File: src/rtl/ps2_rx_frame_if.sv
// Byte-output bundle of the PS/2 frame receiver toward the scan-code consumers.
interface ps2_rx_frame_if;
    logic [7:0] data_out;
    logic       data_ready;
    logic       frame_err;
    logic       busy;

    modport master (output data_out, output data_ready, output frame_err, output busy);
    modport slave  (input  data_out, input  data_ready, input  frame_err, input  busy);
endinterface

File: src/rtl/ps2_rx_frame.sv
// PS/2 device-to-host frame receiver: pin sync, clock glitch filter, 11-bit deframer, watchdog.
// Define PS2_PARITY_CHECK_EN to reject frames with bad parity or stop bit.
//
// state  | meaning
// IDLE   | waiting for a start bit (0) on a filtered falling edge
// DATA   | shifting in 8 data bits, LSB first
// PARITY | capturing the parity bit
// STOP   | stop bit; completes the frame and raises data_ready or frame_err
module ps2_rx_frame #(
    parameter int FILTER_LEN     = 8,
    parameter int TIMEOUT_CYCLES = 50000
) (
    input  logic           clk,
    input  logic           rst,
    input  logic           ps2_clk,
    input  logic           ps2_data,
    ps2_rx_frame_if.master bus
);

    localparam int               WD_W      = $clog2(TIMEOUT_CYCLES + 1);
    localparam logic [WD_W-1:0]  WD_MAX    = WD_W'(TIMEOUT_CYCLES);
    localparam logic [7:0]       FILT_LAST = 8'(FILTER_LEN - 1);

    typedef enum logic [1:0] {IDLE, DATA, PARITY, STOP} state_t;

    state_t          state, state_nxt;
    logic            clk_s1, clk_s2, dat_s1, dat_s2;
    logic            clk_filt;
    logic [7:0]      filt_cnt;
    logic            fall;
    logic            flip;
    logic [7:0]      shreg;
    logic [2:0]      bit_cnt;
    logic [WD_W-1:0] wd_cnt;
    logic            timeout;
    logic            frame_ok;
    logic            ready_nxt, err_nxt, load_byte;
    logic [7:0]      data_out_r;
    logic            ready_r, err_r;
`ifdef PS2_PARITY_CHECK_EN
    logic            par_bit;
`endif

    always_ff @(posedge clk or posedge rst) begin
        if (rst) begin
            clk_s1 <= 1'b1;
            clk_s2 <= 1'b1;
            dat_s1 <= 1'b1;
            dat_s2 <= 1'b1;
        end else begin
            clk_s1 <= ps2_clk;
            clk_s2 <= clk_s1;
            dat_s1 <= ps2_data;
            dat_s2 <= dat_s1;
        end
    end

    // Flip only after FILTER_LEN consecutive disagreeing samples.
    assign flip = (clk_s2 != clk_filt) && (filt_cnt == FILT_LAST);

    always_ff @(posedge clk or posedge rst) begin
        if (rst) begin
            clk_filt <= 1'b1;
            filt_cnt <= 8'd0;
            fall     <= 1'b0;
        end else begin
            fall <= flip && clk_filt;
            if (clk_s2 == clk_filt || flip)
                filt_cnt <= 8'd0;
            else
                filt_cnt <= filt_cnt + 8'd1;
            if (flip)
                clk_filt <= ~clk_filt;
        end
    end

    // A fall in the same cycle as the terminal count wins over the timeout.
    assign timeout = (state != IDLE) && !fall && (wd_cnt == WD_MAX);

    always_ff @(posedge clk or posedge rst) begin
        if (rst)
            wd_cnt <= '0;
        else if (state == IDLE || fall)
            wd_cnt <= '0;
        else if (wd_cnt != WD_MAX)
            wd_cnt <= wd_cnt + 1'b1;
    end

    always_ff @(posedge clk or posedge rst) begin
        if (rst)
            state <= IDLE;
        else
            state <= state_nxt;
    end

    always_comb begin
        state_nxt = state;
        if (timeout) begin
            state_nxt = IDLE;
        end else if (fall) begin
            case (state)
                IDLE:    if (!dat_s2) state_nxt = DATA;
                DATA:    if (bit_cnt == 3'd7) state_nxt = PARITY;
                PARITY:  state_nxt = STOP;
                STOP:    state_nxt = IDLE;
                default: state_nxt = IDLE;
            endcase
        end
    end

`ifdef PS2_PARITY_CHECK_EN
    assign frame_ok = dat_s2 && (^{shreg, par_bit});
`else
    assign frame_ok = 1'b1;
`endif

    always_comb begin
        ready_nxt = 1'b0;
        err_nxt   = 1'b0;
        load_byte = 1'b0;
        if (timeout) begin
            err_nxt = 1'b1;
        end else if (state == STOP && fall) begin
            ready_nxt = frame_ok;
            load_byte = frame_ok;
            err_nxt   = !frame_ok;
        end
    end

    always_ff @(posedge clk or posedge rst) begin
        if (rst) begin
            shreg      <= 8'd0;
            bit_cnt    <= 3'd0;
            data_out_r <= 8'd0;
            ready_r    <= 1'b0;
            err_r      <= 1'b0;
`ifdef PS2_PARITY_CHECK_EN
            par_bit    <= 1'b0;
`endif
        end else begin
            if (state == IDLE && fall && !dat_s2) begin
                bit_cnt <= 3'd0;
            end else if (state == DATA && fall) begin
                shreg   <= {dat_s2, shreg[7:1]};
                bit_cnt <= bit_cnt + 3'd1;
            end
`ifdef PS2_PARITY_CHECK_EN
            if (state == PARITY && fall)
                par_bit <= dat_s2;
`endif
            if (load_byte)
                data_out_r <= shreg;
            ready_r <= ready_nxt;
            err_r   <= err_nxt;
        end
    end

    assign bus.data_out   = data_out_r;
    assign bus.data_ready = ready_r;
    assign bus.frame_err  = err_r;
    assign bus.busy       = (state != IDLE);

endmodule
File: src/flat_wrapper.sv
// flat-port wrapper written by rule: the top's interface ports become plain ports
module ps2_rx_frame_flat 
#(
    parameter int FILTER_LEN     = 8,
    parameter int TIMEOUT_CYCLES = 50000
)
  (clk, rst, ps2_clk, ps2_data, bus_data_out, bus_data_ready, bus_frame_err, bus_busy);
  ps2_rx_frame_if bus_i ();
  input  logic clk;
  input  logic rst;
  input  logic ps2_clk;
  input  logic ps2_data;
  output wire logic [$bits(bus_i.data_out)-1:0] bus_data_out;
  output wire logic [$bits(bus_i.data_ready)-1:0] bus_data_ready;
  output wire logic [$bits(bus_i.frame_err)-1:0] bus_frame_err;
  output wire logic [$bits(bus_i.busy)-1:0] bus_busy;
  assign bus_data_out = bus_i.data_out;
  assign bus_data_ready = bus_i.data_ready;
  assign bus_frame_err = bus_i.frame_err;
  assign bus_busy = bus_i.busy;
  ps2_rx_frame #(.FILTER_LEN(FILTER_LEN), .TIMEOUT_CYCLES(TIMEOUT_CYCLES)) u_core (.clk(clk), .rst(rst), .ps2_clk(ps2_clk), .ps2_data(ps2_data), .bus(bus_i));
endmodule
File: config.mk
export PLATFORM = sky130hd
export DESIGN_NAME = ps2_rx_frame_flat
export DESIGN_NICKNAME = d
export VERILOG_FILES = /design/src/rtl/ps2_rx_frame_if.sv /design/src/rtl/ps2_rx_frame.sv /design/src/flat_wrapper.sv
export SDC_FILE = /design/constraint.sdc
export NUM_CORES = 1
export LEC_CHECK = 0
export BUFFER_PORTS_ARGS = -buffer_cell sky130_fd_sc_hd__buf_2
export CORE_ASPECT_RATIO = 1.75
export CORE_UTILIZATION = 35
export CTS_BUF_LIST = sky130_fd_sc_hd__clkbuf_2
export DETAILED_ROUTE_END_ITERATION = 8
export MAX_ROUTING_LAYER = met4
export SLEW_MARGIN = 0
export SYNTH_ARGS = -nofsm -noshare
export SYNTH_HDL_FRONTEND = slang
export SYNTH_SLANG_ARGS = --single-unit
File: constraint.sdc
create_clock -name clk -period 2.2 [get_ports clk]
set_clock_uncertainty 0.15 [all_clocks]
set_input_delay 0.22 -clock clk [delete_from_list [all_inputs] [get_ports clk]]
set_output_delay 0.22 -clock clk [all_outputs]
set_load 0.1 [all_outputs]
==> impl_results.md <==
* Core area at 6540 sq um
* Hold Crit Class: in -> async
* Port Buf Inserts at 14
* Post-Place Cell Area at 2570 sq um
* First-pass GRT wire length at between 7000 and 8000 um
* Register area at 1330 sq um
* N_diodes at 0
* Die width at 64.4 um
* Fmax at slightly below 0.5 GHz
* Path length in cells of the critical path at 4
* RSZ-0062 raised after global routing: false
* Antenna violations before repair at 0
* Layout cell share with drive strength beyond 1 at 24.0%
* Slew @ Worst Pin at 491 ps
* Final min period at about 2000 ps
* Post-synthesis sequential area ratio at 55.9%
* Setup WS pre-CTS at between 200 and 300 ps
* Post-synthesis cell area at 2380 sq um
* Routed vias at 1513
* Area of the multi-input gates at around 980 sq um
* Worst-path cell chain: inv_1, ha_1, clkinvlp_4, buf_4
* Power density cells at 795 nW/um^2
* Nets at ~240
* Die Ht at 111 um
* Mapped Cells at 205
* Distinct cells, synth at 36
* Data arrival time of the worst path at 1670 ps
* CTS root buf: clkbuf_2
* CP max stage delay at 480 ps
* Slowest CP cell: dfrtp_1
* Clk sinks at 53
* Syn-to-layout area delta at 11.9%
* Clock insertion delay at the later pin of the skew report at approximately 440 ps
* GRT overflow at 0
* Leakage at 1.28 nW
* Iter 0 DRT Violations at 62
* Max clock buf depth at 2
* Routed Antenna Nets at 0
* Routability cong. at 0.800
* Reg2reg path depth at 6
* DRT Pass-1 Iters at 2
* Critical Path RT at 1830 ps
* Final hold vios at 0
* Setup Total Neg Slack at 0 ps
* Synth async-reset ratio at 100%
* CP Class: reg -> out
* WL/cell at 13.1 um
* GRT Total Usage at 13.4%
* DP Wirelength at 2930 um
* Design area at 2670 sq um
* CP delay by family, top: flip-flops
* TritonCTS Buffers at 5
* CP bufs+invs at 3
* Vias per Instance at 4.86
* Max-cap violation count at 0
* Vias in the first global route at 1590
* Synth warnings at 0
* I/O pin count at 15
* # H-tree levels at 2
* Post-CTS Setup Inserts at 0
* Worst reg2reg setup slack at 240 ps
* Non-Filler Instances at 311
* Final hold slack at approximately 69 ps
* Row cnt at 39
* Synth Area per Inst at 11.6 sq um
* Top FF cell, synth: dfrtp_1
* Max Transition Viols Final at 0
* Clock-pin slew on the worst setup and hold paths at 260 ps
* CTS tree: yes
* Status: finished clean
* Number of synthesized register bits at 53
* Final WL at 4070 um
* Final setup violation count at 0
* Slew headroom at ~67%
* Dpl cells at 300
* CP max FO at 4
* Worst vdd ir at 0.373 mV
* Critical path capture point type: output port
* Post-synth EDFFs at 0
* Fin crit share at between 90% and 100%
* Startpoint Class: register
* Initial Util at 36.5%
* Largest net degree at the start of global routing at 44
* Fillers at 668
* DR DRC count at 0
* Post-route setup slack at 158 ps
* DIE AREA at between 7000 and 8000 sq um
* Post-synth net total at 219
## where the power goes
| group | total (W) | leakage [nW] | internal (W) | switching (W) |
|---|---|---|---|---|
| Sequential | 0.00114 | 0.711 | 0.00106 | 0.0000833 |
| Clock | 0.000494 | 0.0406 | 0.000193 | 0.000301 |
| Combinational | 0.000481 | 0.531 | 0.000175 | 0.000306 |
| Total | 0.00212 | 1.28 | 0.00143 | 0.000690 |
## cells in the final DEF, fill, tap and decap left out, types with 6 or more instances in the layout
cell,n
dfrtp_1,48
nor2_1,27
mux2_2,17
xnor2_1,15
buf_2,13
nand2_1,10
inv_1,10
ha_1,10
nand3_1,9
nand4_1,6
clkbuf_2,6
## per-layer routing
layer	track usage [%]	wire (um)	vias to the layer above
met5	-	0	-
met4	6.81	103	0
met3	3.50	97	6
met2	23.6	2320	15
met1	13.0	1540	749
li1	-	-	743
## logic make-up after synthesis
kind of cell    synth area share, %
flops                          55.9
buf+inv                        2.94
fa+ha+maj                      5.25
simple gates                   16.7
mux                            8.45
compound gates                 3.41
xor+xnor                       7.35
## through the flow
| step | power, W | utilization (%) |
|---|---|---|
| after CTS | 0.00215 | 40.7 |
| after global placement | 0.00163 | 39.3 |
| after floorplan | 0.00153 | - |
| final | 0.00212 | 40.8 |
| after global routing | 0.00226 | 40.8 |
| after detailed placement | 0.00164 | 39.3 |
## cells in the mapped netlist (5+ instances only)
cell type / n / area (sq um)
dfstp_2: 5 / 131
mux2_2: 17 / 191
inv_1: 12 / 45.0
nand2_1: 10 / 37.5
nor3_1: 5 / 25.0
nor2_1: 27 / 101
xnor2_1: 15 / 131
nand4_1: 6 / 37.5
ha_1: 10 / 125
xor2_1: 5 / 43.8
dfrtp_1: 48 / 1200
nand3_1: 9 / 45.0
## worst register-to-register path: stages, from the launching register on
cell and delay [ps]:
dfrtp_1 470, inv_1 110, ha_1 270, clkinvlp_4 90
nor2_1 50, nor2_2 350, mux2_2 390
## layout make-up
class / count / share of cell area (%)
Clock inverter: 2 / 1.27
Timing Repair Buffer: 20 / 5.16
Inverter: 12 / 1.83
Multi-Input combinational cell: 136 / 36.8
Clock buffer: 6 / 1.13
Sequential cell: 53 / 50.0
Tap cell: 82 / 3.85
## registers in the layout (all words and copies together), names as in the netlist
| name | flops |
|---|---|
| u_core.bus.data_ready | 1 |
| u_core.clk_s2 | 1 |
| u_core.filt_cnt | 8 |
| u_core.bit_cnt | 3 |
| u_core.clk_filt | 1 |
| u_core.shreg | 8 |
| u_core.dat_s1 | 1 |
| u_core.dat_s2 | 1 |
| u_core.state | 2 |
| u_core.bus.frame_err | 1 |
| u_core.clk_s1 | 1 |
| u_core.fall | 1 |
| u_core.wd_cnt | 16 |
| u_core.bus.data_out | 8 |
## path summary, 6_finish.rpt
kind / start / endpoint
max: u_core.state[0] / bus_busy
max in group asynchronous: rst / u_core.clk_filt
min: rst / u_core.wd_cnt[11]
min in group clk: u_core.dat_s1 / u_core.dat_s2
max reg2reg: u_core.state[0] / u_core.shreg[4]
min reg2reg: u_core.dat_s1 / u_core.dat_s2
## what timing repair did
item                       CTS  global route
hold buffers                 3             0
hold endpoints to repair    50             0
setup endpoints to repair    0             1
gates resized for setup      0             2
No activity file was read; power rests on OpenSTA's default activity.
